--- src/rtl/id_ex_stage.sv ---
// ID/EX pipeline register with ALU control decode at capture and
// combinational EX/MEM and MEM/WB operand forwarding on the registered operands.
module id_ex_stage #(
   parameter int unsigned W = 32
) (
   input  logic         clk,
   input  logic         rst,
   input  logic         stall,
   input  logic         flush,
   input  logic         in_valid,
   input  logic [W-1:0] in_rs_data,
   input  logic [W-1:0] in_rt_data,
   input  logic [W-1:0] in_imm,
   input  logic [4:0]   in_rs,
   input  logic [4:0]   in_rt,
   input  logic [4:0]   in_rd,
   input  logic [1:0]   in_alu_op,
   input  logic [5:0]   in_funct,
   input  logic         in_alu_src,
   input  logic         in_reg_dst,
   input  logic         in_reg_write,
   input  logic         in_mem_read,
   input  logic         in_mem_write,
   input  logic         in_branch,
   input  logic         exm_reg_write,
   input  logic         wb_reg_write,
   input  logic [4:0]   exm_rd,
   input  logic [4:0]   wb_rd,
   input  logic [W-1:0] exm_result,
   input  logic [W-1:0] wb_result,
   output logic [W-1:0] OP1,
   output logic [W-1:0] OP2,
   output logic [3:0]   ALU_Control,
   output logic         out_valid,
   output logic         out_reg_write,
   output logic         out_mem_read,
   output logic         out_mem_write,
   output logic         out_branch,
   output logic [W-1:0] out_rt_data,
   output logic [4:0]   out_dest,
   output logic         out_illegal
);

   logic         valid_q, reg_write_q, mem_read_q, mem_write_q, branch_q, illegal_q;
   logic         alu_src_q;
   logic [3:0]   alu_ctl_q;
   logic [W-1:0] rs_data_q, rt_data_q, imm_q;
   logic [4:0]   rs_q, rt_q, dest_q;

   logic [3:0]   dec_ctl;
   logic         dec_illegal;
   logic [W-1:0] fwd_a, fwd_b;

   always_comb begin
      dec_ctl     = 4'b0010;
      dec_illegal = 1'b0;
      case (in_alu_op)
         2'b00: dec_ctl = 4'b0010;
         2'b01: dec_ctl = 4'b1000;
         2'b10: begin
            case (in_funct)
               6'b100000: dec_ctl = 4'b0010;
               6'b100010: dec_ctl = 4'b0110;
               6'b100100: dec_ctl = 4'b0000;
               6'b100101: dec_ctl = 4'b0001;
               6'b101010: dec_ctl = 4'b0111;
               default:   dec_illegal = 1'b1;
            endcase
         end
         default: dec_illegal = 1'b1;
      endcase
   end

   // Reset and flush leave the stage in the same bubble state.
   always_ff @(posedge clk) begin
      if (rst || flush) begin
         valid_q     <= 1'b0;
         reg_write_q <= 1'b0;
         mem_read_q  <= 1'b0;
         mem_write_q <= 1'b0;
         branch_q    <= 1'b0;
         illegal_q   <= 1'b0;
         alu_src_q   <= 1'b0;
         alu_ctl_q   <= 4'b0010;
         rs_data_q   <= '0;
         rt_data_q   <= '0;
         imm_q       <= '0;
         rs_q        <= '0;
         rt_q        <= '0;
         dest_q      <= '0;
      end else if (!stall) begin
         valid_q     <= in_valid;
         reg_write_q <= in_valid & in_reg_write & ~dec_illegal;
         mem_read_q  <= in_valid & in_mem_read;
         mem_write_q <= in_valid & in_mem_write & ~dec_illegal;
         branch_q    <= in_valid & in_branch;
         illegal_q   <= in_valid & dec_illegal;
         alu_src_q   <= in_alu_src;
         alu_ctl_q   <= dec_ctl;
         rs_data_q   <= in_rs_data;
         rt_data_q   <= in_rt_data;
         imm_q       <= in_imm;
         rs_q        <= in_rs;
         rt_q        <= in_rt;
         dest_q      <= in_reg_dst ? in_rd : in_rt;
      end
   end

   // EX/MEM wins over MEM/WB; r0 is never forwarded.
   always_comb begin
      fwd_a = rs_data_q;
      if (exm_reg_write && (exm_rd != 5'd0) && (exm_rd == rs_q))
         fwd_a = exm_result;
      else if (wb_reg_write && (wb_rd != 5'd0) && (wb_rd == rs_q))
         fwd_a = wb_result;

      fwd_b = rt_data_q;
      if (exm_reg_write && (exm_rd != 5'd0) && (exm_rd == rt_q))
         fwd_b = exm_result;
      else if (wb_reg_write && (wb_rd != 5'd0) && (wb_rd == rt_q))
         fwd_b = wb_result;
   end

   assign OP1           = valid_q ? fwd_a : '0;
   assign OP2           = valid_q ? (alu_src_q ? imm_q : fwd_b) : '0;
   assign out_rt_data   = valid_q ? fwd_b : '0;
   assign ALU_Control   = alu_ctl_q;
   assign out_valid     = valid_q;
   assign out_reg_write = reg_write_q;
   assign out_mem_read  = mem_read_q;
   assign out_mem_write = mem_write_q;
   assign out_branch    = branch_q;
   assign out_dest      = dest_q;
   assign out_illegal   = illegal_q;

endmodule

--- config.mk ---
export PLATFORM = sky130hd
export DESIGN_NAME = id_ex_stage
export DESIGN_NICKNAME = d
export VERILOG_FILES = /design/src/rtl/id_ex_stage.sv
export SDC_FILE = /design/constraint.sdc
export NUM_CORES = 1
export LEC_CHECK = 0
export ABC_AREA = 1
export CORE_UTILIZATION = 41
export CTS_BUF_LIST = sky130_fd_sc_hd__clkbuf_8
export DETAILED_ROUTE_END_ITERATION = 8
export PLACE_DENSITY = 0.78
export REMOVE_ABC_BUFFERS = 1
export SLEW_MARGIN = 5
export SYNTH_ARGS = -nofsm -noshare
export SYNTH_HDL_FRONTEND = slang
export SYNTH_SLANG_ARGS = --single-unit
--- constraint.sdc ---
create_clock -name clk -period 2.15 [get_ports clk]
set_input_delay 0.43 -clock clk [delete_from_list [all_inputs] [get_ports clk]]
set_output_delay 0.43 -clock clk [all_outputs]
set_load 0.01 [all_outputs]
==> impl_metrics.py <==
metrics = {
    "outcome": {
        "status": "finished, violations left",
        "violations": "setup timing",
    },
    "min_path": {
        "hold_path.class": "input pin to flip-flop",
    },
    "yosys": {
        "netlist_area_mm2": 0.00750,
        "synth_top_area_share_pct": 32.6,
        "synth_edf_count": 0,
        "synth_commonest_cells": "nand2_1 (301), nand3_1 (196), inv_1 (182), a21oi_1 (146), dfxtp_1 (122)",
        "avgSynthCellArea_um2": 6.00,
        "synth_top_area_cell": "dfxtp_1",
        "ys_seq_elements": 122,
        "yosysSeqAreaShare_pct": 32.6,
        "synthFlopType": "dfxtp_1",
        "synthArstFlopShare_pct": 0,
        "yosys_warnings": 0,
        "synth_area_leaders": "dfxtp_1 (33%), nand2_1 (15%), nand3_1 (13%)",
        "synthMostInstantiatedCell": "nand2_1",
        "synth.distinct_cells": 33,
        "netlist_instances": 1250,
    },
    "routing": {
        "vias": 10000,
        "wl_per_cell_um": 19.6,
        "drt-total-wl_um": 36000,
        "drtIter0Drc": 635,
        "drc": 0,
        "avgViaCountPerCell": 5.48,
        "ant_nets": 0,
        "drt_pass1_iterations": 6,
    },
    "cts": {
        "cts.sinks": 122,
        "h-tree-depth": 4,
        "root_buffer": "clkbuf_8",
        "clkTransAtPathRegs_ns": 0.07,
        "cts_tree": "yes",
        "clk_latency_ns": 0.44,
        "cts_buffers": 17,
        "ctsHoldBuffers": 0,
        "cts.path.max_buffers": 2,
    },
    "critical_path": {
        "crit_buf_inv": 5,
        "crit_fanout": 5,
        "critPathKind": "flip-flop to primary output",
        "crit_family": "simple AND/OR/NAND/NOR gates",
        "slowest_delay_ns": 0.37,
        "crit_chain": "xnor2_2, nand3_2, nor2_4, buf_6, buf_12, buf_16, nand3_2, nand3_2, nand3_1, nand2_1, inv_1, buf_2",
        "reg2reg_slack_ns": 1.17,
        "critical_path_arrival_ns": 2.25,
        "cpMostUsedCell": "nand3_2",
        "crit_required_ns": 1.72,
        "worstSetupStartpointType": "flip-flop",
        "cpMaxStageDelayCell": "dfxtp_4",
        "endpoint_kind": "primary output",
    },
    "sta": {
        "hold_viol": 0,
        "worst_slack_ns": -0.535,
        "timing.fmax_mhz": 373,
        "finalMaxSlewViolations": 0,
        "period_needed_ns": 2.68,
        "finalCritPeriodShare_pct": 125,
        "fin_skew_ns": 0,
        "worst_pin_slew_ns": 0.469,
        "rsz0062_at_grt": "true",
        "slew_headroom_pct": 68.8,
        "setup_viol": 96,
    },
    "final_layout": {
        "diodes": 0,
        "final_nets": 1801,
        "drive_gt1_share_pct": 32.5,
        "final_area_mm2": 0.0135,
        "n_fill_cell": 1330,
        "instances_no_fill": 1833,
        "areaGrowthSynthToFinish_pct": 79.9,
    },
    "grt": {
        "use_met3_pct": 8.94,
        "grt_pass1_wl_um": 48000,
        "grt_antenna_before_repair": 0,
        "grt_use_met1_pct": 38.4,
        "grt_max_degree": 107,
        "grt_overflow": 0,
        "global_route.peak_usage_layer": "met2",
        "grt_pass1_vias": 9247,
        "groute.usage.overall_pct": 33.8,
        "use_met2_pct": 57.0,
    },
    "placed_design": {
        "port_buffers": 316,
        "gp_congestion": 0.866,
        "place_area_mm2": 0.0111,
        "dp_slack_ns": -0.971,
        "dp.final_hpwl_um": 20300,
        "dp_cells": 1752,
    },
    "floorplan": {
        "die_w_um": 137,
        "die_h_um": 137,
        "top_level_ports": 317,
        "core_area_mm2": 0.0180,
        "start_util_pct": 41.8,
        "rows": 49,
        "fp.dieArea_mm2": 0.0188,
    },
    "pwr": {
        "power_density_mw_per_mm2": 439,
        "power_mw": 5.92,
        "leakagePower_nw": 6.63,
        "vdd_ir_drop_max_mv": 0.348,
    },
    "flow_run": {
        "max_cap_viol_count": 0,
    },
}
## worst reg2reg max path: cells and delay by family, from the launching register on
kind                   cells  cell delay (ns)
and+or+nand+nor            1             0.10
DFF                        1             0.35
buffers and inverters      1             0.31
AOI/OAI and AO/OA          1             0.15
## where the power goes
| group | internal (mW) | switching (mW) |
|---|---|---|
| logic | 0.753 | 0.799 |
| clock network | 1.01 | 0.982 |
| registers | 2.33 | 0.0494 |
## flip-flops by register name, indices dropped and copies added, names as in the netlist, 4 cells and up
name	count
imm_q	32
rt_q	5
rs_data_q	32
ALU_Control	4
out_dest	5
rs_q	5
rt_data_q	32
## cell usage in the layout, fill, tap and decap left out, drive strengths merged, types with 9 or more instances in the layout
cell,n
nand3,197
clkdlybuf4s50,208
xor2,9
nand2,304
buf,185
clkinv,9
dfxtp,122
clkbuf,26
o21ai,79
a21oi,147
nor2,92
inv,185
## cell type report
cell class,instances,area (um2),area share [%]
clock buffer,17,234,1.73
clock inverter,14,134,0.992
multi-input combinational,855,5450,40.4
sequential,122,2460,18.3
tap,229,287,2.12
timing repair buffer,411,4230,31.4
inverter,185,696,5.15
## per-layer routing
layer	share of wire [%]	vias up
met4	5.7	0
li1	-	4649
met1	36	4595
met3	10	165
met2	48	635
met5	0	-
## cell families after synthesis
logic type,after synthesis,synth area share [%]
AOI/OAI and AO/OA,227,15.2
buffers and inverters,273,14.7
muxes,3,0.450
DFF,122,32.6
xor gates and xnor gates,16,1.87
and+or+nand+nor,606,34.7
adders and majority gates,3,0.500
## worst paths after layout
path,startpoint,end,cells after the start
max,rt_q[0],OP2[3],12
min reg2reg,rt_data_q[29],rt_data_q[29],2
max reg2reg,out_valid,out_valid,3
min,stall,rt_data_q[7],2
## metrics by stage
step	utilization [%]	TNS, ns	hold WS, ns
floorplan	-	-136.96	0.432
global placement	61.6	-79.59	0.441
detailed placement	61.6	-84.24	0.446
CTS	69.0	-35.77	0.364
global route	75.1	-44.75	0.393
finish	75.1	-38.02	0.385
## timing repair
action / in CTS / in global routing
endpoints found under the setup margin: 96 / 96
pin swaps: 86 / 81
buffers inserted: 32 / 8
gates cloned: 13 / 7
gates resized for setup: 561 / 276
Note: power is estimated with default switching activity, not from simulation.
